`src/rtl/io_bus_pkg.sv`:
```
// Shared constants, state encoding and address helpers for the I/O bus initiator.
package io_bus_pkg;

  localparam int          IO_WINDOW_WORDS = 16;
  localparam int          TOP_DEVICE_NUM  = 2047;
  localparam logic [15:0] ERR_READ_DATA   = 16'hFFFF;

  typedef enum logic [1:0] {
    IDLE  = 2'd0,
    ISSUE = 2'd1,
    RESP  = 2'd2
  } io_state_t;

  // Devices are allocated top-down, so window 2047 is device 0.
  function automatic logic [10:0] dev_index(input logic [15:0] addr);
    return 11'(TOP_DEVICE_NUM) - addr[14:4];
  endfunction

endpackage

```
`src/rtl/io_addr_decoder.sv`:
```
// Combinational decode of a word address into device hit, one-hot select and register offset.
module io_addr_decoder
  import io_bus_pkg::*;
#(
  parameter int          NUM_DEVICES = 4,
  parameter logic [15:0] IO_BASE     = 16'h8000
) (
  input  logic [15:0]            addr,
  output logic                   hit,
  output logic [NUM_DEVICES-1:0] select,
  output logic [3:0]             offset
);

  localparam int OFF_W = $clog2(IO_WINDOW_WORDS);

  logic [10:0] idx;

  always_comb begin
    idx    = dev_index(addr);
    hit    = (addr >= IO_BASE) && ({1'b0, idx} < 12'(NUM_DEVICES));
    select = '0;
    for (int i = 0; i < NUM_DEVICES; i++) begin
      select[i] = hit && (idx == 11'(i));
    end
    offset = addr[OFF_W-1:0];
  end

endmodule

```
`src/rtl/io_bus_controller.sv`:
```
// I/O bus initiator: one CPU access per three cycles (accept, strobe, respond).
// Handshake: a request transfers on a rising edge where cpu_req && cpu_ready; cpu_done pulses two cycles later.
module io_bus_controller
  import io_bus_pkg::*;
#(
  parameter int          NUM_DEVICES = 4,
  parameter logic [15:0] IO_BASE     = 16'h8000
) (
  input  logic                      clk,
  input  logic                      reset,
  input  logic                      cpu_req,
  input  logic                      cpu_we,
  input  logic [15:0]               cpu_addr,
  input  logic [15:0]               cpu_wdata,
  output logic                      cpu_ready,
  output logic                      cpu_done,
  output logic [15:0]               cpu_rdata,
  output logic                      cpu_err,
  output logic [NUM_DEVICES-1:0]    device_select,
  output logic [3:0]                register_offset,
  output logic                      read_req,
  output logic                      write_req,
  output logic [15:0]               wdata,
  input  logic [16*NUM_DEVICES-1:0] dev_rdata,
  output logic [15:0]               err_count,
  output logic [15:0]               last_err_addr
);

  io_state_t   state_q, state_d;
  logic        req_we_q, req_we_d;
  logic [15:0] req_addr_q, req_addr_d;
  logic [15:0] req_wdata_q, req_wdata_d;
  logic [15:0] rdata_q, rdata_d;
  logic [15:0] err_count_q, err_count_d;
  logic [15:0] last_err_addr_q, last_err_addr_d;

  logic                   dec_hit;
  logic [NUM_DEVICES-1:0] dec_select;
  logic [3:0]             dec_offset;

  io_addr_decoder #(
    .NUM_DEVICES(NUM_DEVICES),
    .IO_BASE    (IO_BASE)
  ) u_decoder (
    .addr  (req_addr_q),
    .hit   (dec_hit),
    .select(dec_select),
    .offset(dec_offset)
  );

  always_ff @(posedge clk) begin
    if (reset) state_q <= IDLE;
    else       state_q <= state_d;
  end

  always_comb begin
    state_d = state_q;
    case (state_q)
      IDLE:    if (cpu_req) state_d = ISSUE;
      ISSUE:   state_d = RESP;
      RESP:    state_d = IDLE;
      default: state_d = IDLE;
    endcase
  end

  always_comb begin
    req_we_d        = req_we_q;
    req_addr_d      = req_addr_q;
    req_wdata_d     = req_wdata_q;
    rdata_d         = rdata_q;
    err_count_d     = err_count_q;
    last_err_addr_d = last_err_addr_q;
    if (state_q == IDLE && cpu_req) begin
      req_we_d    = cpu_we;
      req_addr_d  = cpu_addr;
      req_wdata_d = cpu_wdata;
    end
    // Read data is captured once, at the end of the strobe cycle.
    if (state_q == ISSUE) begin
      rdata_d = '0;
      for (int i = 0; i < NUM_DEVICES; i++) begin
        if (dec_select[i]) rdata_d = dev_rdata[16*i +: 16];
      end
    end
    if (state_q == RESP && !dec_hit) begin
      if (err_count_q != 16'hFFFF) err_count_d = err_count_q + 16'd1;
      last_err_addr_d = req_addr_q;
    end
  end

  always_ff @(posedge clk) begin
    if (reset) begin
      req_we_q        <= 1'b0;
      req_addr_q      <= '0;
      req_wdata_q     <= '0;
      rdata_q         <= '0;
      err_count_q     <= '0;
      last_err_addr_q <= '0;
    end else begin
      req_we_q        <= req_we_d;
      req_addr_q      <= req_addr_d;
      req_wdata_q     <= req_wdata_d;
      rdata_q         <= rdata_d;
      err_count_q     <= err_count_d;
      last_err_addr_q <= last_err_addr_d;
    end
  end

  always_comb begin
    cpu_ready       = (state_q == IDLE);
    cpu_done        = (state_q == RESP);
    cpu_rdata       = '0;
    cpu_err         = 1'b0;
    device_select   = '0;
    read_req        = 1'b0;
    write_req       = 1'b0;
    register_offset = dec_offset;
    wdata           = req_wdata_q;
    err_count       = err_count_q;
    last_err_addr   = last_err_addr_q;
    if (state_q == ISSUE) begin
      device_select = dec_select;
      read_req      = dec_hit && !req_we_q;
      write_req     = dec_hit && req_we_q;
    end
    if (state_q == RESP) begin
      if (!dec_hit) begin
        cpu_rdata = ERR_READ_DATA;
        cpu_err   = 1'b1;
      end else if (!req_we_q) begin
        cpu_rdata = rdata_q;
      end
    end
  end

endmodule

```
`config.mk`:
```
export PLATFORM = sky130hd
export DESIGN_NAME = io_bus_controller
export DESIGN_NICKNAME = d
export VERILOG_FILES = /design/src/rtl/io_bus_pkg.sv /design/src/rtl/io_addr_decoder.sv /design/src/rtl/io_bus_controller.sv
export SDC_FILE = /design/constraint.sdc
export NUM_CORES = 1
export LEC_CHECK = 0
export ABC_AREA = 1
export CAP_MARGIN = 20
export CORE_MARGIN = 1.5
export CORE_UTILIZATION = 46
export DETAILED_ROUTE_END_ITERATION = 7
export PLACE_DENSITY = 0.86
export SLEW_MARGIN = 20
export SYNTH_ARGS = -nofsm -noshare
export SYNTH_HDL_FRONTEND = slang
export SYNTH_SLANG_ARGS = --single-unit
export TNS_END_PERCENT = 1
```
`constraint.sdc`:
```
create_clock -name clk -period 5.34 [get_ports clk]
set_clock_uncertainty 0.2 [all_clocks]
set_input_delay 1.068 -clock clk [delete_from_list [all_inputs] [get_ports clk]]
set_output_delay 1.068 -clock clk [all_outputs]
set_load 0.005 [all_outputs]
```
### Word level (Yosys, flattened, before mapping)

Index checks and enable logic that the tools add are counted.

* register bits: 83
* bits of input ports: 100
* latch bits: 0
* memories: 0
* output and inout port bits: 77
* bits in writable memories: 0
* word-level logic and storage cells: 46
* memory bits (read-only): 0

* $lt $le $gt $ge: 2
* shift-type cells: 0
* bitwise operators: 0
* divide/modulo/power cells: 0
* equal/unequal tests: 7
* multipliers: 0
* mux-type cells: 14
* add/subtract/negate cells: 2
* reductions and logical operators: 14

Operators by type and width (count)
* 2-to-1 mux 16 bit: 7
* == test 11 x 2 -> 1 bit, second input constant: 2
* adder 16 x 1 -> 16 bit, second input constant: 1
* >= comparator 16 bit, second input constant: 1
* inequality test 16 bit, second input constant: 1
* == test 11 x 1 -> 1 bit, second input constant: 1
* zero test 11 bit: 1
* less-than comparator 11 x 3 -> 1 bit, second input constant: 1
* subtractor 11 bit, first input constant: 1
* logical AND 1 bit: 9
* 2-to-1 mux 1 bit: 4
* 2-to-1 mux 4 bit: 1
* one-hot mux 2 bit (2 select lines): 1
* == test 2 x 1 -> 1 bit, second input constant: 1
* == test 2 bit, second input constant: 1
* zero test 1 bit: 2
* zero test 2 bit: 1
* 2-to-1 mux 2 bit: 1
* inequality test 2 bit, second input constant: 1
* AND reduction 2 bit: 1

### Longest topological paths before layout

Gate-level depths: netlist (run 1).

* depth after elaboration: 8
* depth in mapped cells: 12
* mapped depth without buffers: 12

### Cells and area by module

Synthesis (run 1) repeated with hierarchy kept, for this count alone.

* cell total of the unflattened synthesis: 625
* area total of the unflattened synthesis: 4060.1 µm²

Modules (own cells, without submodules)
* io_bus_controller: area each 3942.5 µm², seq. area each 1661.6 µm², cells an instance 601, instances 1
* io_addr_decoder: area each 117.6 µm², seq. area each 0.0 µm², cells an instance 24, instances 1

### Worst setup path after synthesis (run 1)

No wires, ideal clock.

* path type: reg-to-output
* start: reg req_addr_q[9]
* end: out cpu_rdata[0]
* arrival: 1.252 ns
* required time: 4.072 ns
* buffers on the path: 2
* path slack: 2.820 ns
* stages on the path, launching flop included: 10
* cell sequence: dfxtp_1 -> nand2_1 -> nor2_2 -> nand2_2 -> nor2_8 -> inv_2 -> nand2_4 -> buf_4 -> buf_2 -> o21ai_0

* word-level cells in the longest chain between the ends: 5
* elaborated cells on any way between the ends: 6
* those cells by class: 1 x add/sub; 2 x order compare; 2 x mux; 1 x reduce/logical

Ends and longest elaborated chain
* from (decl): RTL line io_bus_controller.sv:31 `logic [15:0] req_addr_q, req_addr_d;`
* from (signal assigned): RTL line io_bus_controller.sv:101 `req_addr_q <= req_addr_d;`
* subtractor 11 bit: RTL line io_bus_pkg.sv:16 `return 11'(TOP_DEVICE_NUM) - addr[14:4];`
* less-than comparator 11 x 3 -> 1 bit: RTL line io_addr_decoder.sv:20 `hit = (addr >= IO_BASE) && ({1'b0, idx} < 12'(NUM_DEVICES));`
* logical AND 1 bit *: RTL line io_addr_decoder.sv:20
* 2-to-1 mux 16 bit *: RTL line io_bus_controller.sv:127 `if (!dec_hit) begin`
* 2-to-1 mux 16 bit *: RTL line io_bus_controller.sv:126 `if (state_q == RESP) begin`
* to (decl): RTL line io_bus_controller.sv:17 `output logic [15:0] cpu_rdata,`

Mark *: on every way between the ends. The rest lies on a longest branch, timed or not.

### Final worst setup path (run 1)

* start: reg req_addr_q[6]
* end: out cpu_err

* word-level cells in the longest chain between the ends: 5
* elaborated cells on any way between the ends: 6
* those cells by class: 1 x add/sub; 2 x order compare; 2 x mux; 1 x reduce/logical

Ends and longest elaborated chain
* subtractor 11 bit: RTL line io_bus_pkg.sv:16
* less-than comparator 11 x 3 -> 1 bit: RTL line io_addr_decoder.sv:20
* logical AND 1 bit *: RTL line io_addr_decoder.sv:20
* 2-to-1 mux 1 bit *: RTL line io_bus_controller.sv:127
* 2-to-1 mux 1 bit *: RTL line io_bus_controller.sv:126
* to (decl): RTL line io_bus_controller.sv:18 `output logic cpu_err,`

Marked as above.

==> results of run 1 <==
## metal layers
layer	vias up	GRT usage, %	wire length [µm]
met4	0	8.78	303
met1	2035	31.9	5260
met3	26	5.15	738
met5	-	0	0
met2	163	43.1	6130
li1	2289	-	-
## metrics by stage
step                total power [mW]  utilization, %
floorplan                      0.764               -
detailed placement             0.903            67.4
CTS                             1.37            69.7
global route                    1.42            69.8
global placement               0.895            67.2
finish                          1.36            69.8
## flip-flops by register name, indices dropped and copies added, names as in the netlist
register and flops:
wdata 16, rdata_q 16, last_err_addr 16, req_we_q 1, req_addr_q 16, err_count 16
state_q 2
## synth_stat cells, drive strengths merged, types with 2 or more instances
| master | instances | share of area [%] |
|---|---|---|
| nand4 | 2 | 0.66 |
| clkbuf | 15 | 1.3 |
| nor2 | 114 | 11 |
| a21oi | 40 | 5.7 |
| o21ai | 82 | 9.8 |
| buf | 21 | 3.3 |
| nand3 | 28 | 3.3 |
| xnor2 | 3 | 0.63 |
| dfxtp | 83 | 40 |
| nand2 | 162 | 15 |
| inv | 67 | 6.0 |
| nor3 | 7 | 1.1 |
| xor2 | 7 | 1.5 |
## cell type report
class | instances | area (µm²) | share of cell area (%)
Inverter | 67 | 251 | 4.11
Clock buffer | 9 | 124 | 2.03
Sequential cell | 83 | 1660 | 27.2
Multi-Input combinational cell | 448 | 2080 | 34.0
Clock inverter | 7 | 80.1 | 1.31
Timing Repair Buffer | 178 | 1780 | 29.2
Tap cell | 108 | 135 | 2.21
## cell families (layout without fill, tap and decap cells)
family / Yosys count / in the layout / synth area share, %
compound gates: 123 / 123 / 15.7
buf+inv: 103 / 261 / 10.7
simple gates: 314 / 314 / 31.5
flops: 83 / 83 / 39.7
fa+ha+maj: 1 / 1 / 0.299
xor+xnor: 10 / 10 / 2.09
## placed cells by master (no fill, tap or decap), drive strengths merged
master and instances:
dfxtp 83, clkinvlp 1, clkdlybuf4s50 176, nand4 2, bufinv 1, nor2 114
o21ai 82, nand2 162, o211ai 1, xnor2 3, or2 1, nor3 7
clkbuf 9, nand3 28, clkinv 1, inv 71, xor2 7, buf 2
ha 1, a21oi 40
## worst max-delay path, cell delays in order (launching register included)
cell,delay [ns]
dfxtp_1,0.34
nand2_1,0.12
inv_1,0.06
nand2_2,0.12
nor2_8,0.06
inv_2,0.13
nand2_4,0.21
inv_2,0.41
clkdlybuf4s50_1,0.59
## where the power goes
| group | internal [mW] | switching, mW |
|---|---|---|
| registers | 0.647 | 0.0223 |
| clock network | 0.224 | 0.247 |
| logic | 0.129 | 0.0911 |
## path summary, 6_finish.rpt
check | from | endpoint | cells after the start
setup / recovery | req_addr_q[6] | cpu_err | 8
hold / removal | rdata_q[9] | rdata_q[9] | 2
setup reg to reg | req_addr_q[5] | rdata_q[6] | 4
hold reg to reg | rdata_q[9] | rdata_q[9] | 2
==> impl_metrics.toml, run 1 <==
[clock_network]
cts_root_buffer = "clkbuf_8"
cts.sinks = 83
ctsHoldBuffers = 0
clk_pin_slew_ns = 0.09
cts_tree = "built"
clkLatencyLatePin_ns = 0.36
numCtsBuffers = 9
ctsResizeCount = 0
clock_path_buffers = 2
ctsHtreeMaxLevel = 3
post_cts_buffers = 0

[place]
dp_hpwl_um = 9430
place_area_mm2 = 0.00591
routabilityCongestion = 0.919
port_buffers = 176
place_ws_ns = 1.94
placed_cells = 884

[die]
die_area_mm2 = 0.00968
core_mm2 = 0.00876
die_y_um = 98.4
start_util_pct = 47.7
boundaryPins = 177
row_count = 34
die_x_um = 98.4

[sta]
min_period_ns = 3.68
max_slew_margin_pct = 30.0
worstMarginPinSlew_ns = 1.05
finalHoldViolations = 0
setup_ws_ns = 1.66
hold-worst-slack_ns = 0.280
setup_viol = 0
setup_tns_ns = 0
fin_crit_sh_pct = 68.9
max_freq_mhz = 272
final-max-slew-violation-count = 0
grt_setup_unrepaired = "no"

[final_layout]
fillers = 708
syn_to_final_growth_pct = 46.1
layout.cells.non_filler = 900
fin_area_mm2 = 0.00611
n_antenna_cell = 0
final_layout_size_suffix_gt1_share_pct = 6.31
fin_nets = 888

[hold_path]
hold_class = "flop to flop"

[power]
power_density_mw_per_mm2 = 222
vdd_drop_max_v = 0.000140
p_leak_nw = 2.35

[critical_path]
cp.arrival_ns = 2.41
cp_max_fo = 30
cp.required_ns = 4.07
critPathKind = "flop to output pin"
r2r_slack_ns = 2.86
end_kind = "output pin"
start_kind = "flop"

[logic_synthesis]
netlist_area_mm2 = 0.00418
syn_area_per_cell_um2 = 6.60
yosys_warnings = 0
async_reset_ff_share_pct = 0
synth.ff_latch_count = 83
synth_flop_cell = "dfxtp_1"
ys_seq_area_share_pct = 39.7
synth_nets = 735
synth_cell_types = 29
synth-edff-count = 0
synthCells = 634

[drt]
drt_iter0_drc = 236
route.detailed.wl_per_inst_um = 13.8
drcViolationCount = 0
dr.pass1.iters = 5
ant_nets = 0
totalWireLength_um = 12400
vias_per_cell = 5.01
vias = 4513

[outcome]
status = "finished clean"

[job]
cap_violations = 0

[global_route]
grt_pass1_vias = 4321
grt_max_degree = 41
overflow = 0
grt_pass1_wl_um = 20100
grt_antenna_before_repair = 0
grtUsageTotal_pct = 25.3
(Power assumes the default switching activity.)
==> run 2: changes to the inputs <==
CORE_UTILIZATION = 43   (was 46)
PLACE_DENSITY = 0.81   (was 0.86)
clock period = 3.4 ns   (was 5.34 ns; I/O delays follow)
==> run 2 against run 1 <==
Clock power up 56%. Utilization down 3.7 points. Routed wire length up 0.54%. Non-clock buffer count up 4. Hold slack better by 0.0030 ns. Count of clock-buffer cells in the layout up 1. Combinational power up 57%. Critical path depth down 3. Flip-flop and latch count unchanged. Total power up 56%.
==> impl_metrics.toml, run 2 (synthesis results as in run 1) <==
[outcome]
status = "finished clean"

[global_route]
overflow = 0
grt_antenna_before_repair = 0
grt_max_degree = 48
grtUsageTotal_pct = 24.1
grt_pass1_vias = 4124
grt_pass1_wl_um = 19600

[clock_network]
ctsHtreeMaxLevel = 3
clk_pin_slew_ns = 0.08
ctsResizeCount = 0
ctsHoldBuffers = 0
post_cts_buffers = 0
clkLatencyLatePin_ns = 0.34
cts.sinks = 83
clock_path_buffers = 2
cts_tree = "built"
numCtsBuffers = 9
cts_root_buffer = "clkbuf_8"

[final_layout]
layout_commonest_cell = "clkdlybuf4s50_1"
fin_nets = 892
most-common-layout-cells = "clkdlybuf4s50_1, nand2_1, nor2_1"
n_antenna_cell = 0
final_util_pct = 66.1
syn_to_final_growth_pct = 47.3
final_layout_size_suffix_gt1_share_pct = 6.78
layout.cells.non_filler = 925
fin_area_mm2 = 0.00616

[hold_path]
hold_end = "rdata_q[9]"
worstHoldPathCells = 2
min_from = "rdata_q[9]"
hold_class = "flop to flop"

[critical_path]
worstReg2RegStart = "req_addr_q[7]"
ff2ff_path_depth = 13
cp_max_fo = 15
critPathKind = "flop to output pin"
cp.arrival_ns = 2.23
cp.required_ns = 2.52
end_kind = "output pin"
rr_endpoint = "err_count[11]"
start_kind = "flop"
r2r_slack_ns = 1.09

[place]
port_buffers = 176
dp_hpwl_um = 9570
routabilityCongestion = 0.921
place_area_mm2 = 0.00596
placed_cells = 909

[die]
boundaryPins = 177
die_y_um = 102
row_count = 35
die_area_mm2 = 0.0103
start_util_pct = 44.9
die_x_um = 102
core_mm2 = 0.00933

[sta]
fin_crit_sh_pct = 91.6
worstMarginPinSlew_ns = 0.666
final-max-slew-violation-count = 0
max_freq_mhz = 321
finalHoldViolations = 0
grt_setup_unrepaired = "no"
setup_tns_ns = 0
setup_viol = 0
min_period_ns = 3.11
hold-worst-slack_ns = 0.283
max_slew_margin_pct = 55.6

[power]
vdd_drop_max_v = 0.000247
power_density_mw_per_mm2 = 345
p_leak_nw = 2.37

[drt]
vias_per_cell = 4.89
drcViolationCount = 0
dr.pass1.iters = 5
totalWireLength_um = 12500
route.detailed.wl_per_inst_um = 13.5
vias = 4526
ant_nets = 0
drt_iter0_drc = 169

[job]
cap_violations = 0
run 2: changes by cell type in the layout (fill, tap and decap cells not counted):
cell | before | now
buf_8 | 1 | 0
dfxtp_1 | 83 | 82
dfxtp_2 | 0 | 1
nand2_2 | 6 | 5
buf_4 | 1 | 6
nand2_1 | 155 | 156
clkbuf_8 | 9 | 10
inv_8 | 1 | 0
run 2: power breakdown:
part	total, mW	internal, mW	switching, mW	leakage, nW
clock network	0.733	0.366	0.367	0.104
logic	0.346	0.204	0.141	1.58
registers	1.05	1.02	0.0331	0.678
run 2: worst max path at each step:
| stage | slack [ns] | from | to | cells after the start |
|---|---|---|---|---|
| floorplan | 1.27 | req_addr_q[9] | cpu_rdata[0] | 9 |
| global placement | 0.69 | req_addr_q[5] | device_select[1] | 5 |
| detailed placement | 0.60 | req_addr_q[5] | device_select[1] | 5 |
| CTS | 0.21 | req_addr_q[5] | device_select[1] | 5 |
| global route | 0.13 | state_q[1] | cpu_rdata[1] | 5 |
| finish | 0.29 | state_q[1] | cpu_rdata[1] | 5 |
run 2: critical path, stage by stage (launching register included):
cell and delay, ns:
dfxtp_1 0.34, inv_1 0.05, nor2_1 0.30, nand2_1 0.34
o21ai_0 0.33, clkdlybuf4s50_1 0.55
run 2: per-stage QoR:
step	setup slack (ns)	power, mW
3_5_place_dp	0.601	1.42
3_3_place_gp	0.687	1.41
2_1_floorplan	1.27	1.20
5_1_grt	0.131	2.23
6_report	0.286	2.13
4_1_cts	0.211	2.14
run 2: layout make-up:
class / count / area (µm²)
Fill cell: 839 / 3160
Inverter: 67 / 251
Clock inverter: 6 / 68.8
Sequential cell: 83 / 1660
Multi-Input combinational cell: 448 / 2080
Clock buffer: 10 / 138
Timing Repair Buffer: 182 / 1810
Tap cell: 129 / 161
run 2: layer usage:
| layer | wire length [µm] | GRT usage (%) | part of all wire (%) |
|---|---|---|---|
| met1 | 5360 | 30.7 | 43 |
| met2 | 6430 | 42.3 | 51 |
| met3 | 488 | 3.38 | 3.9 |
| met4 | 214 | 7.05 | 1.7 |
| met5 | 0 | 0 | 0 |
==> run 3: changes to the inputs <==
CORE_ASPECT_RATIO = 0.5   (was default)
==> run 3 against run 2 <==
Non-clock buffer count increased by 1. Count of clock-buffer cells in the layout decreased by 1. First-iteration DRC count increased by 30%. Design area increased by 2.2%. Utilization up 0.63 points. Routed wire length is 0.83% lower. Combinational power up 4%. Critical path type unchanged. Largest cell class unchanged.
==> impl_metrics.toml, run 3 (synthesis results as in run 1) <==
[drt]
drt_iter0_drc = 220
ant_nets = 0
dr.pass1.iters = 4
vias = 4448
totalWireLength_um = 12400
wl_met1_um = 5350
wl_met3_um = 869
route.detailed.wl_per_inst_um = 13.3
dr.max_layer_used = "met4"
drcViolationCount = 0
wl_met2_um = 5980
vias_per_cell = 4.77

[power]
sw_frac_of_total_pct = 24.2
p_switching_mw = 0.597
power.share.combinational_pct = 14.5
vdd_drop_max_v = 0.000240
power.internal_mw = 1.87
p_leak_nw = 2.42
power_density_mw_per_mm2 = 392
seq_power_share_pct = 42.4
power.share.clock_pct = 43.1

[place]
place_area_mm2 = 0.00598
dp_hpwl_um = 8960
port_buffers = 176
routabilityCongestion = 0.846

[critical_path]
rr_endpoint = "err_count[6]"
end_kind = "output pin"
cp.arrival_ns = 2.29
cp_top_family = "simple AND/OR/NAND/NOR gates"
slowest_delay_ns = 0.55
crit_buf_inv = 2
cp.required_ns = 2.52
r2r_slack_ns = 1.10
crit_cells = 5
worstReg2RegStart = "req_addr_q[7]"
slowest_stage = "clkdlybuf4s50_1"
critPathKind = "flop to output pin"
start_kind = "flop"
ff2ff_path_depth = 13
cp_max_fo = 15
cp_cell_sequence = "inv_1 > nor2_1 > nand2_1 > o21ai_0 > clkdlybuf4s50_1"

[sta]
final-max-slew-violation-count = 0
setup_viol = 0
hold-worst-slack_ns = 0.276
max_freq_mhz = 316
grt_setup_unrepaired = "no"
finalHoldViolations = 0
min_period_ns = 3.17
fin_crit_sh_pct = 93.2
max_slew_margin_pct = 50.5
worstMarginPinSlew_ns = 0.742
setup_tns_ns = 0

[final_layout]
n_antenna_cell = 0
fin_area_mm2 = 0.00630
fillers = 822
layout_commonest_cell = "clkdlybuf4s50_1"
most-common-layout-cells = "clkdlybuf4s50_1, nand2_1, nor2_1"
final_util_pct = 66.7
fin_nets = 893
syn_to_final_growth_pct = 50.6
final_layout_size_suffix_gt1_share_pct = 6.90

[clock_network]
ctsResizeCount = 0
clkLatencyLatePin_ns = 0.34
cts_root_buffer = "clkbuf_16"
cts.sinks = 83
post_cts_buffers = 0
ctsHtreeMaxLevel = 3
cts_tree = "built"
clk_pin_slew_ns = 0.06
ctsHoldBuffers = 0
clock_path_buffers = 2
numCtsBuffers = 9

[job]
cap_violations = 0

[hold_path]
hold_end = "rdata_q[9]"
min_from = "rdata_q[9]"
worstHoldPathCells = 2
hold_class = "flop to flop"

[global_route]
overflow = 0
grt_pass1_vias = 4212
grt_antenna_before_repair = 0
grt_max_degree = 49
grtUsageTotal_pct = 24.5
grt_pass1_wl_um = 19800

[die]
row_count = 25
start_util_pct = 44.3
core_mm2 = 0.00945
die_x_um = 143
boundaryPins = 177
die_area_mm2 = 0.0104
die_y_um = 72.8

[outcome]
status = "finished clean"
run 3: routing by layer:
metal,GRT usage (%),vias up
met2,42.6,168
met1,29.4,1966
met4,8.93,0
met3,6.76,18
met5,0,-
li1,-,2296
run 3: power groups by stage:
stage               Sequential (mW)  Clock, mW  Combinational (mW)
floorplan                      1.07          0               0.135
global placement               1.06          0               0.351
detailed placement             1.07          0               0.356
CTS                            1.05       1.08               0.359
global route                   1.05       1.11               0.392
finish                         1.05       1.06               0.359
run 3: cell type report:
cell class | count | area, µm² | area share, %
multi-input cells | 448 | 2080 | 33.0
flip-flops and latches | 83 | 1660 | 26.4
inverters | 67 | 251 | 3.99
well taps | 135 | 169 | 2.68
repair buffers | 183 | 1810 | 28.8
clock inverters | 7 | 101 | 1.61
clock buffers | 9 | 225 | 3.57
run 3: how the worst max path moves through the flow:
stage,from,to,slack (ns)
after CTS,state_q[1],cpu_rdata[6],0.25
after detailed placement,state_q[1],cpu_rdata[6],0.64
after global placement,state_q[1],cpu_rdata[7],0.71
final,state_q[1],cpu_rdata[6],0.23
after global routing,state_q[1],cpu_rdata[7],0.13
after floorplan,req_addr_q[9],cpu_rdata[0],1.27
run 3: worst register-to-register path: stages (launching register included):
cell and delay, ns:
dfxtp_1 0.32, nand2_1 0.12, inv_1 0.06, nand2_2 0.11
nor2_8 0.06, inv_2 0.13, nand2_4 0.22, inv_2 0.11
buf_4 0.27, nand2_2 0.25, nor2_1 0.19, nand2_1 0.07
nand2_1 0.06, nor2_1 0.04
run 3: stage by stage:
| step | power [mW] | worst slack, ns | cells |
|---|---|---|---|
| after floorplan | 1.20 | 1.27 | 634 |
| after global placement | 1.41 | 0.706 | 916 |
| after detailed placement | 1.42 | 0.641 | 916 |
| after CTS | 2.48 | 0.246 | 932 |
| after global routing | 2.56 | 0.134 | 932 |
| final | 2.47 | 0.231 | 932 |
==> RTL edit, RTL diff (settings of run 1) <==
The 3 states of `io_state_t` get a one-hot encoding in 3 bits.
--- a/src/rtl/io_bus_pkg.sv
+++ b/src/rtl/io_bus_pkg.sv
@@ -5,10 +5,10 @@
   localparam int          TOP_DEVICE_NUM  = 2047;
   localparam logic [15:0] ERR_READ_DATA   = 16'hFFFF;
 
-  typedef enum logic [1:0] {
-    IDLE  = 2'd0,
-    ISSUE = 2'd1,
-    RESP  = 2'd2
+  typedef enum logic [2:0] {
+    IDLE  = 3'b001,
+    ISSUE = 3'b010,
+    RESP  = 3'b100
   } io_state_t;
 
   // Devices are allocated top-down, so window 2047 is device 0.
Formal check against the unedited RTL: same outputs for any inputs over 10 cycles, from zero or initial values and one cycle with reset high; not proved beyond that.
==> RTL edit against run 1 <==
  * Synthesized area down 2.7%
  * Cell area is 1.7% lower
  * Wire length shrank 2.6%
  * Sequential cell count up 1
  * Power down 2.6%
  * Setup slack worse by 0.28 ns
  * Sequential power about the same
  * Highest routed layer unchanged
  * Hold slack got worse by 0.013 ns
  * Largest cell class unchanged
  * Non-clock buffer count rose by 5
  * Global-route usage fell by 0.090 points
  * Synthesized cell count fell by 4.3%
==> RTL edit: results (changes against run 1) <==
Status = finished, final reports clean
Met2 WL post-DR = 6360 microns (+3.8%)
Worst slew margin = 50.3% (+20 points)
Worst path slowest cell = nor2_4
CTS buffer count = 9 (unchanged)
First-pass GRT wire length = 19,900 microns (-1.0%)
Setup crit end = device_select[3]
Post-DP Area = 5770 sq um (-2.4%)
RD Place Congestion = 0.930 (+1.2%)
Met1 GRT Util = 30.0% (-1.9 points)
WL met1 = 5000 microns (-4.9%)
Net count after synthesis = 708 (-3.7%)
Hold Path Stages = 2 (unchanged)
Worst reg2reg path startpoint = state_q[1]$_SDFFE_PP0P_
Synth cell count leaders = nor2_1 (147), nand2_1 (121), dfxtp_1 (84)
Slowest cell delay on critical path = 0.55 ns (-0.04 ns)
Sequential element share of the synthesized area = 41.3% (+1.6 points)
Comb pwr share = 14.2% (-2.0 points)
WP data arrival = 2.69 ns (+0.28 ns)
Worst hold margin = 0.267 ns (-0.0131 ns)
HPWL Detailed = 8910 microns (-5.5%)
Hold worst-path end = rdata_q[9]$_SDFFE_PP0P_
Met3 Usage GRT = 4.39% (-0.77 points)
Die width = 97.1 microns (-1.3%)
Reg2Reg Capture Point = err_count[7]$_SDFFE_PP0P_
Sequential power = 0.668 mW (about the same)
Leak pwr = 2.40 nW (+2.1%)
Vias in the first global route = 4,342 (+0.49%)
Clk slew on worst S/H paths = 0.10 ns
Mapped Cells = 607 (-4.3%)
Finished Layout Cells = 873 (-3.0%)
Vias = 4,482 (-0.69%)
Internal = 0.988 mW (-1.1%)
Detailed router's first-iteration violation count = 185 (-22%)
Fillers = 714 (+0.85%)
Placed Cells = 855 (-3.3%)
Pin count of the biggest net entering global routing = 43 (+4.9%)
Synth cell types = 28 (-3.4%)
Drt pass-1 iters = 5 (unchanged)
Fin crit share = 74.1% (+5.2 points)
Seq pwr share = 50.4% (+1.2 points)
Worst slack, placed = 1.80 ns (-0.136 ns)
Setup crit start = req_addr_q[8]$_SDFFE_PP0P_
Clock Tree Buf Depth = 2 (unchanged)
Post-DR wirelength/cell = 13.9 microns (+0.46%)
Initial antenna violation count = 0 (unchanged)
Met3 WL = 585 microns (-21%)
CP max FO = 34 (+13%)
Share of layout cells above drive strength 1 = 5.36% (-0.95 points)
Top Family by Delay on Critical Path = simple AND/OR/NAND/NOR gates
Top layer in use = met4
Area contributors post-synth = dfxtp_1 (41%), nor2_1 (14%), nand2_1 (11%), nand3_1 (7.6%), o21ai_0 (6.1%)
Met2 Track Usage GR = 46.3% (+3.2 points)
Global Route Usage Sum = 25.2% (-0.090 points)
Max IR drop VDD = 0.000152 V (+8.8%)
Flop-to-flop setup slack = 2.38 ns (-0.48 ns)
R2r worst-path depth = 6 (+2)
RTL edit: cell count changes after synthesis, moves of 10 or more:
| cell | change |
|---|---|
| nand2_1 | -35 |
| o21ai_1 | +17 |
| o21ai_0 | -31 |
| nor2_1 | +39 |
| a21oi_2 | -10 |
| inv_1 | -50 |
| nand3_1 | +34 |
RTL edit: logic make-up after synthesis:
family                   synth area share (%)
AND/OR/NAND/NOR                          36.7
AO/OA/AOI/OAI                            12.5
adder cells (fa/ha/maj)                 0.307
buffers and inverters                    7.43
XOR/XNOR                                 1.72
flip-flops                               41.3
RTL edit: area by class of cell:
class                           count  area (sq um)  share of cell area, %
Timing Repair Buffer              183          1840                   30.6
Inverter                           17          63.8                   1.06
Multi-Input combinational cell    465          2090                   34.7
Clock inverter                      7          78.8                   1.31
Tap cell                          108           135                   2.25
Clock buffer                        9           124                   2.06
Sequential cell                    84          1680                   28.0
